<file path="config.mk">
export PLATFORM = sky130hd
export DESIGN_NAME = rf_exec_ctrl
export DESIGN_NICKNAME = d
export VERILOG_FILES = /design/src/rtl/rf_exec_ctrl.sv
export SDC_FILE = /design/constraint.sdc
export NUM_CORES = 1
export LEC_CHECK = 0
export CORE_UTILIZATION = 50
export CTS_BUF_LIST = sky130_fd_sc_hd__clkbuf_16
export CTS_CLUSTER_DIAMETER = 30
export CTS_CLUSTER_SIZE = 28
export DETAILED_ROUTE_END_ITERATION = 10
export PLACE_DENSITY = 0.68
export SLEW_MARGIN = 20
export SYNTH_ARGS = -nofsm -noshare
export SYNTH_HDL_FRONTEND = slang
export SYNTH_SLANG_ARGS = --single-unit
</file>
<file path="constraint.sdc">
create_clock -name clk -period 8.9 [get_ports clk]
set_input_delay 1.78 -clock clk [delete_from_list [all_inputs] [get_ports clk]]
set_output_delay 1.78 -clock clk [all_outputs]
set_load 0.02 [all_outputs]
</file>
<file path="src/rtl/rf_exec_ctrl.sv">
// Sequencing controller: reads two operands from an external registered-read
// register file, executes one ALU op, writes back, then hands the result out.
module rf_exec_ctrl #(
  parameter int DATA_W = 32,
  parameter int ADDR_W = 2
) (
  input  logic              clk,
  input  logic              rst_n,
  input  logic              in_valid,
  output logic              in_ready,
  input  logic [15:0]       in_instr,
  output logic              res_valid,
  input  logic              res_ready,
  output logic [DATA_W-1:0] res_data,
  output logic              res_err,
  output logic              busy,
  output logic [ADDR_W-1:0] rf_addr,
  output logic              rf_wen,
  output logic              rf_ren,
  output logic [DATA_W-1:0] rf_data_in,
  input  logic [DATA_W-1:0] rf_data_out
);

  typedef enum logic [2:0] {S_IDLE, S_RDA, S_RDB, S_EXE, S_WB, S_RSP} state_t;

  typedef struct packed {
    logic [3:0] op;
    logic [1:0] rd;
    logic [1:0] rs1;
    logic [1:0] rs2;
    logic [5:0] imm;
  } instr_t;

  localparam logic [3:0] OP_ADD  = 4'd0;
  localparam logic [3:0] OP_SUB  = 4'd1;
  localparam logic [3:0] OP_AND  = 4'd2;
  localparam logic [3:0] OP_OR   = 4'd3;
  localparam logic [3:0] OP_XOR  = 4'd4;
  localparam logic [3:0] OP_ADDI = 4'd5;
  localparam logic [3:0] OP_LI   = 4'd6;
  localparam logic [3:0] OP_SLL  = 4'd7;
  localparam logic [3:0] OP_SRL  = 4'd8;

  state_t              st, nxt;
  instr_t              instr_q;
  logic [DATA_W-1:0]   opa_q;
  logic [DATA_W-1:0]   res_q;
  logic                err_q;
  logic [DATA_W-1:0]   alu_res;
  logic                alu_err;
  logic [DATA_W-1:0]   opb;
  logic                wb_en;

  // ---------------- state register ----------------
  always_ff @(posedge clk or negedge rst_n) begin
    if (!rst_n) st <= S_IDLE;
    else        st <= nxt;
  end

  // ---------------- next state ----------------
  always_comb begin
    nxt = st;
    unique case (st)
      S_IDLE:  if (in_valid) nxt = S_RDA;
      S_RDA:   nxt = S_RDB;
      S_RDB:   nxt = S_EXE;
      S_EXE:   nxt = S_WB;
      S_WB:    nxt = S_RSP;
      S_RSP:   if (res_ready) nxt = S_IDLE;
      default: nxt = S_IDLE;
    endcase
  end

  assign wb_en = (st == S_WB) && !err_q && (instr_q.rd != 2'd0);

  // ---------------- outputs ----------------
  // in_ready is gated by rst_n so it is low throughout reset even though
  // the state register already sits in IDLE.
  always_comb begin
    in_ready   = 1'b0;
    res_valid  = 1'b0;
    busy       = (st != S_IDLE);
    rf_addr    = '0;
    rf_wen     = 1'b0;
    rf_ren     = 1'b0;
    rf_data_in = '0;
    unique case (st)
      S_IDLE: in_ready = rst_n;
      S_RDA: begin
        rf_addr = ADDR_W'(instr_q.rs1);
        rf_ren  = 1'b1;
      end
      S_RDB: begin
        rf_addr = ADDR_W'(instr_q.rs2);
        rf_ren  = 1'b1;
      end
      S_WB: begin
        if (wb_en) begin
          rf_addr    = ADDR_W'(instr_q.rd);
          rf_wen     = 1'b1;
          rf_data_in = res_q;
        end
      end
      S_RSP:   res_valid = 1'b1;
      default: ;
    endcase
  end

  assign res_data = res_q;
  assign res_err  = err_q;

  // ---------------- ALU ----------------
  // Operand B is consumed straight off the registered read port in EXE;
  // the result register is the only place it needs to land.
  assign opb = rf_data_out;

  always_comb begin
    alu_res = '0;
    alu_err = 1'b0;
    unique case (instr_q.op)
      OP_ADD:  alu_res = opa_q + opb;
      OP_SUB:  alu_res = opa_q - opb;
      OP_AND:  alu_res = opa_q & opb;
      OP_OR:   alu_res = opa_q | opb;
      OP_XOR:  alu_res = opa_q ^ opb;
      OP_ADDI: alu_res = opa_q + {{(DATA_W-6){instr_q.imm[5]}}, instr_q.imm};
      OP_LI:   alu_res = {{(DATA_W-6){1'b0}}, instr_q.imm};
      OP_SLL:  alu_res = opa_q << opb[4:0];
      OP_SRL:  alu_res = opa_q >> opb[4:0];
      default: alu_err = 1'b1;
    endcase
  end

  // ---------------- datapath registers ----------------
  always_ff @(posedge clk or negedge rst_n) begin
    if (!rst_n) begin
      instr_q <= '0;
      opa_q   <= '0;
      res_q   <= '0;
      err_q   <= 1'b0;
    end else begin
      if (st == S_IDLE && in_valid) instr_q <= instr_t'(in_instr);
      if (st == S_RDB)              opa_q   <= rf_data_out;
      if (st == S_EXE) begin
        res_q <= alu_res;
        err_q <= alu_err;
      end
    end
  end

endmodule

</file>
* Word level (Yosys, flattened, before mapping)
Cells that the tools add are included.
** Word-level totals
- Logic and storage cells :: 57
- Output and inout port bits :: 72
- Bits of input ports :: 52
- Bits in registers :: 84
** Cells by class
- Eq/ne operators :: 15
- Mux-type cells :: 14
- Reduce and logical (&&, ||, !) cells :: 11
- Shift-type cells :: 2
- Add/sub/neg operators :: 3
- Bitwise logic cells :: 3
** Operators with widths (count)
- $pmux W32 S9 :: 1
- $add A32 B32 Y32 :: 2
- $mux W32 :: 2
- $and A32 B32 Y32 :: 1
- $or A32 B32 Y32 :: 1
- $shl A32 B5 Y32 :: 1
- $shr A32 B5 Y32 :: 1
- $sub A32 B32 Y32 :: 1
- $xor A32 B32 Y32 :: 1
- $pmux W3 S6 :: 1
- $eq A4 B3 Y1 const B :: 4
- $reduce_or A9 Y1 :: 1
- $eq A4 B2 Y1 const B :: 2
- $eq A3 B2 Y1 const B :: 2
- $eq A3 B3 Y1 const B :: 2
- $mux W1 :: 6
- $mux W3 :: 2
- $pmux W2 S3 :: 1
- $eq A4 B1 Y1 const B :: 1
- $eq A4 B4 Y1 const B :: 1
- $logic_not A4 Y1 :: 1
- $ne A2 B2 Y1 const B :: 2
- $eq A3 B1 Y1 const B :: 1
- $logic_and A1 B1 Y1 :: 3
- 7 further kinds :: 7

* Longest topological paths before layout
- Depth after elaboration :: 5
- Gate-level depth with buffers :: 20
- Depth with buffers taken out :: 18

* Worst setup path before layout
Ideal clock, no wire load.
- Path type :: input -> register
- From :: in rf_data_out[1]
- To :: reg res_q[27], in the netlist res_data[27]
- Path slack :: 3149 ps
- Path buffers :: 2
- Data arrival time :: 5625 ps
- Data required time :: 8774 ps
- Cell stages on the path :: 19
- Setup time :: 126 ps
- Cells stage by stage :: buf_2 buf_2 inv_1 ha_1 nand3_1 nor2_1 nand3_1 nor3_1 a21oi_1 o221a_2 ha_1 a211oi_1 o211ai_1 a221oi_1 o41ai_1 a2111oi_0 nor3_1 xor2_1 a221o_1
** On the way
- Cells in the longest elaborated chain, start to end :: 2
** RTL lines
- start, declared :: line 21 : input logic [DATA_W-1:0] rf_data_out
- $sub A32 B32 Y32 (tied with other cells) :: line 122 : OP_SUB: alu_res = opa_q - opb;
- $pmux W32 S9 * :: line 120 : unique case (instr_q.op)
- end signal, assigned :: line 145 : res_q <= alu_res;
- end, declared :: line 47 : logic [DATA_W-1:0] res_q;
Every way passes the cells marked *; elsewhere a longest branch is shown, timed or not.
A chain may end at the register's enable or synchronous reset.

* Worst setup path after layout
- From :: in rf_data_out[2]
- To :: reg res_q[27], in the netlist res_data[27]
Same word-level chain as after synthesis.

==> results.cfg <==
[place]
port_buffers = 123
dp.cells = 1654
place_hpwl_mm = 31.38
placedInstanceArea_sq_um = 12370
place.gp.congestion = 0.9910

[final_layout]
syn_to_final_growth_pct = 15.53
stdcell_count = 1670
n_fill_cell = 1941
drive_gt1_share_pct = 11.61
final_area_sq_um = 12710
final_nets = 1546
post-route-util_pct = 59.70
num_antenna_cells = 0

[logic_synthesis]
synth_edf_count = 0
synth.distinct_cells = 74
synth_cells = 1329
yosys.area.top_type = dfrtp_1
async_flop_share_pct = 100.0
synth_area_leaders = dfrtp_1, mux4_2, ha_1
synth-seq-cells = 84
syn-num-nets = 1485
netlist_area_sq_um = 11000
synth_largest_type_area_fraction_pct = 19.11
ys_warn_count = 0
seq_area_frac_synth_pct = 19.11
synthTopCellsByCount = nand2_1, o21ai_0, nor2_1
ys.flop_type = dfrtp_1
syn_avg_cell_area_sq_um = 8.276

[critical_path]
r2r_slack_ns = 4.15
path_delay_family = simple AND/OR/NAND/NOR gates
cp_max_fo = 11
crit_required_ns = 9.16
crit_path_max_incr_delay_ns = 0.75
cp-start-kind = primary input
critPathCaptureType = register
slowest_stage = nor2_1
reg2regPathDepth = 15
criticalPathCategory = in2reg
critPathArrivalTime_ns = 6.83
cp_num_buf_inv = 2
worstSetupStartpoint = rf_data_out[2]
worstPathCellList = clkdlybuf4s50_1 > nor2_1 > nand3_1 > nor2_1 > nand3_1 > nor3_1 > a21oi_1 > o221a_2 > ha_1 > a211oi_1 > o211ai_1 > a221oi_1 > o41ai_1 > buf_4 > a2111oi_0 > nor3_1 > xor2_1 > a221o_1
regToRegEndpoint = res_data[26]
r2r-start = instr_q[15]

[power_and_ir_drop]
peakVddDrop_uv = 275.6
p_comb_share_pct = 68.9
p_clk_share_pct = 10.1
p_sw_w = 0.002428
sw_frac_of_total_pct = 54.47
power.leakage_nw = 5.161
internal-power_w = 0.002029
power_density_nw_per_um2 = 350.8
p_seq_share_pct = 20.9

[clock_tree]
clkTransAtPathRegs_ns = 0.08
postCtsSetupRepairBufs = 0
h-tree-depth = 3
cts-buffers-inserted = 9
clock_latency_ns = 0.37
cts.sinks = 84
hold_buffers = 0
cts_resized = 0
cts-root-buf = clkbuf_16
clockBufferDepth = 2
cts_tree = yes

[die]
io_pins = 124
start_util_pct = 51.67
die_w_microns = 150.3
die_y_microns = 150.3
core_area_sq_um = 21290
fp-row-count = 53
die_area_sq_um = 22600

[drt]
vias_per_cell = 6.826
wl_mm = 42.03
vias = 11400
first_pass_iters = 8
drtIter0Drc = 1470
drc_errors = 0
ant_nets = 0
wl_per_cell_microns = 25.17

[sta]
period_minus_slack_ns = 6.578
hold_slack_ns = 0.5026
worstMarginPinSlew_ns = 1.036
final_hold_viol_count = 0
fmax_mhz = 152.0
drv_slew = 0
fin_setup_tns_ns = 0
rsz0062_at_grt = false
relSlewSlack_pct = 30.40
setup_viol = 0
final.period_utilization_pct = 73.91
worst_clock_skew_ns = 0.008475

[global_routing]
grt_pass1_wl_mm = 63.40
grt_util_all_layers_pct = 37.93
grt_pass1_vias = 10364
gr-total-overflow = 0
grt_antenna_before_repair = 0
grt_max_degree = 67

[job]
maxCapViolCount = 0

[worst_hold_path]
min_from = res_data[14]
hold_path_class = reg2reg
hold_depth = 2
whs_endpoint = res_data[14]

[outcome]
status = complete, no violations
## worst max-delay path by stage
stage	end	slack, ns	depth (start not counted)
after floorplan	res_data[27]	3.15	19
after global placement	res_data[27]	2.17	18
after detailed placement	res_data[27]	2.10	18
after CTS	res_data[27]	2.49	18
after global routing	res_data[27]	2.03	18
final	res_data[27]	2.32	18
## worst min-delay path, stage by stage (launching register included)
cell and delay, ns:
dfrtp_1 0.36, nand2_1 0.05, o21ai_0 0.06
## sequential cells by signal (all words and copies together) (netlist names)
name	flops
res_data	32
res_err	1
instr_q	16
st	3
opa_q	32
## per-stage QoR
stage / setup slack (ns) / power [W]
final: 2.322 / 0.004457
after global routing: 2.026 / 0.004679
after floorplan: 3.149 / 0.002772
after global placement: 2.174 / 0.003843
after detailed placement: 2.096 / 0.003858
after CTS: 2.486 / 0.004318
## power groups by stage
stage | Clock [W] | Sequential (W) | Combinational (W)
global route | 0.000468 | 0.000942 | 0.00327
CTS | 0.000451 | 0.000902 | 0.00296
global placement | 0 | 0.000902 | 0.00294
detailed placement | 0 | 0.000911 | 0.00295
floorplan | 0 | 0.000790 | 0.00198
finish | 0.000452 | 0.000933 | 0.00307
## logic make-up (layout without fill, tap and decap cells)
kind of cell,count (synthesis),after routing,share of synthesized area (%)
buffers and inverters,172,238,6.177
adders and majority gates,104,104,11.90
AOI/OAI and AO/OA,417,417,24.43
DFF,84,84,19.11
xor gates and xnor gates,25,25,1.991
and+or+nand+nor,406,406,17.59
muxes,121,121,18.80
## layer usage
layer  up-vias  global-route usage, %  routed length (microns)  part of all wire, %
li1       5103                      -                        -                    -
met1      5383                  54.10                    17340                   41
met2       794                  54.88                    17690                   42
met3       120                  10.52                     5505                   13
met4         0                  12.53                     1490                  3.5
met5         -                      0                        0                    0
## final cells by class
class	instances	area, sq um	area share (%)
Clock buffer	9	225.2	1.772
Clock inverter	7	107.6	0.8468
Inverter	76	285.3	2.245
Multi-Input combinational cell	1073	8254	64.96
Sequential cell	84	2102	16.54
Tap cell	275	344.1	2.708
Timing Repair Buffer	146	1389	10.93
## layout by cell type, fill, tap and decap left out, types with 11 or more instances in the layout
| cell type | n |
|---|---|
| a21o_1 | 14 |
| o21ai_0 | 120 |
| xnor2_1 | 12 |
| a221oi_1 | 24 |
| and2_1 | 38 |
| mux2i_1 | 30 |
| a211oi_1 | 11 |
| o21ai_1 | 14 |
| o211ai_1 | 12 |
| mux2_2 | 23 |
| dfrtp_1 | 84 |
| xor2_1 | 13 |
| nor2_1 | 113 |
| a31oi_1 | 11 |
| o221ai_1 | 11 |
| mux4_2 | 66 |
| inv_1 | 73 |
| a21oi_1 | 91 |
| a22oi_1 | 26 |
| clkdlybuf4s50_1 | 119 |
| or3_1 | 14 |
| nand3_1 | 25 |
| nand2_1 | 120 |
| buf_4 | 25 |
| nor3_1 | 41 |
| ha_1 | 103 |
Note: power is estimated with default switching activity, not from simulation.
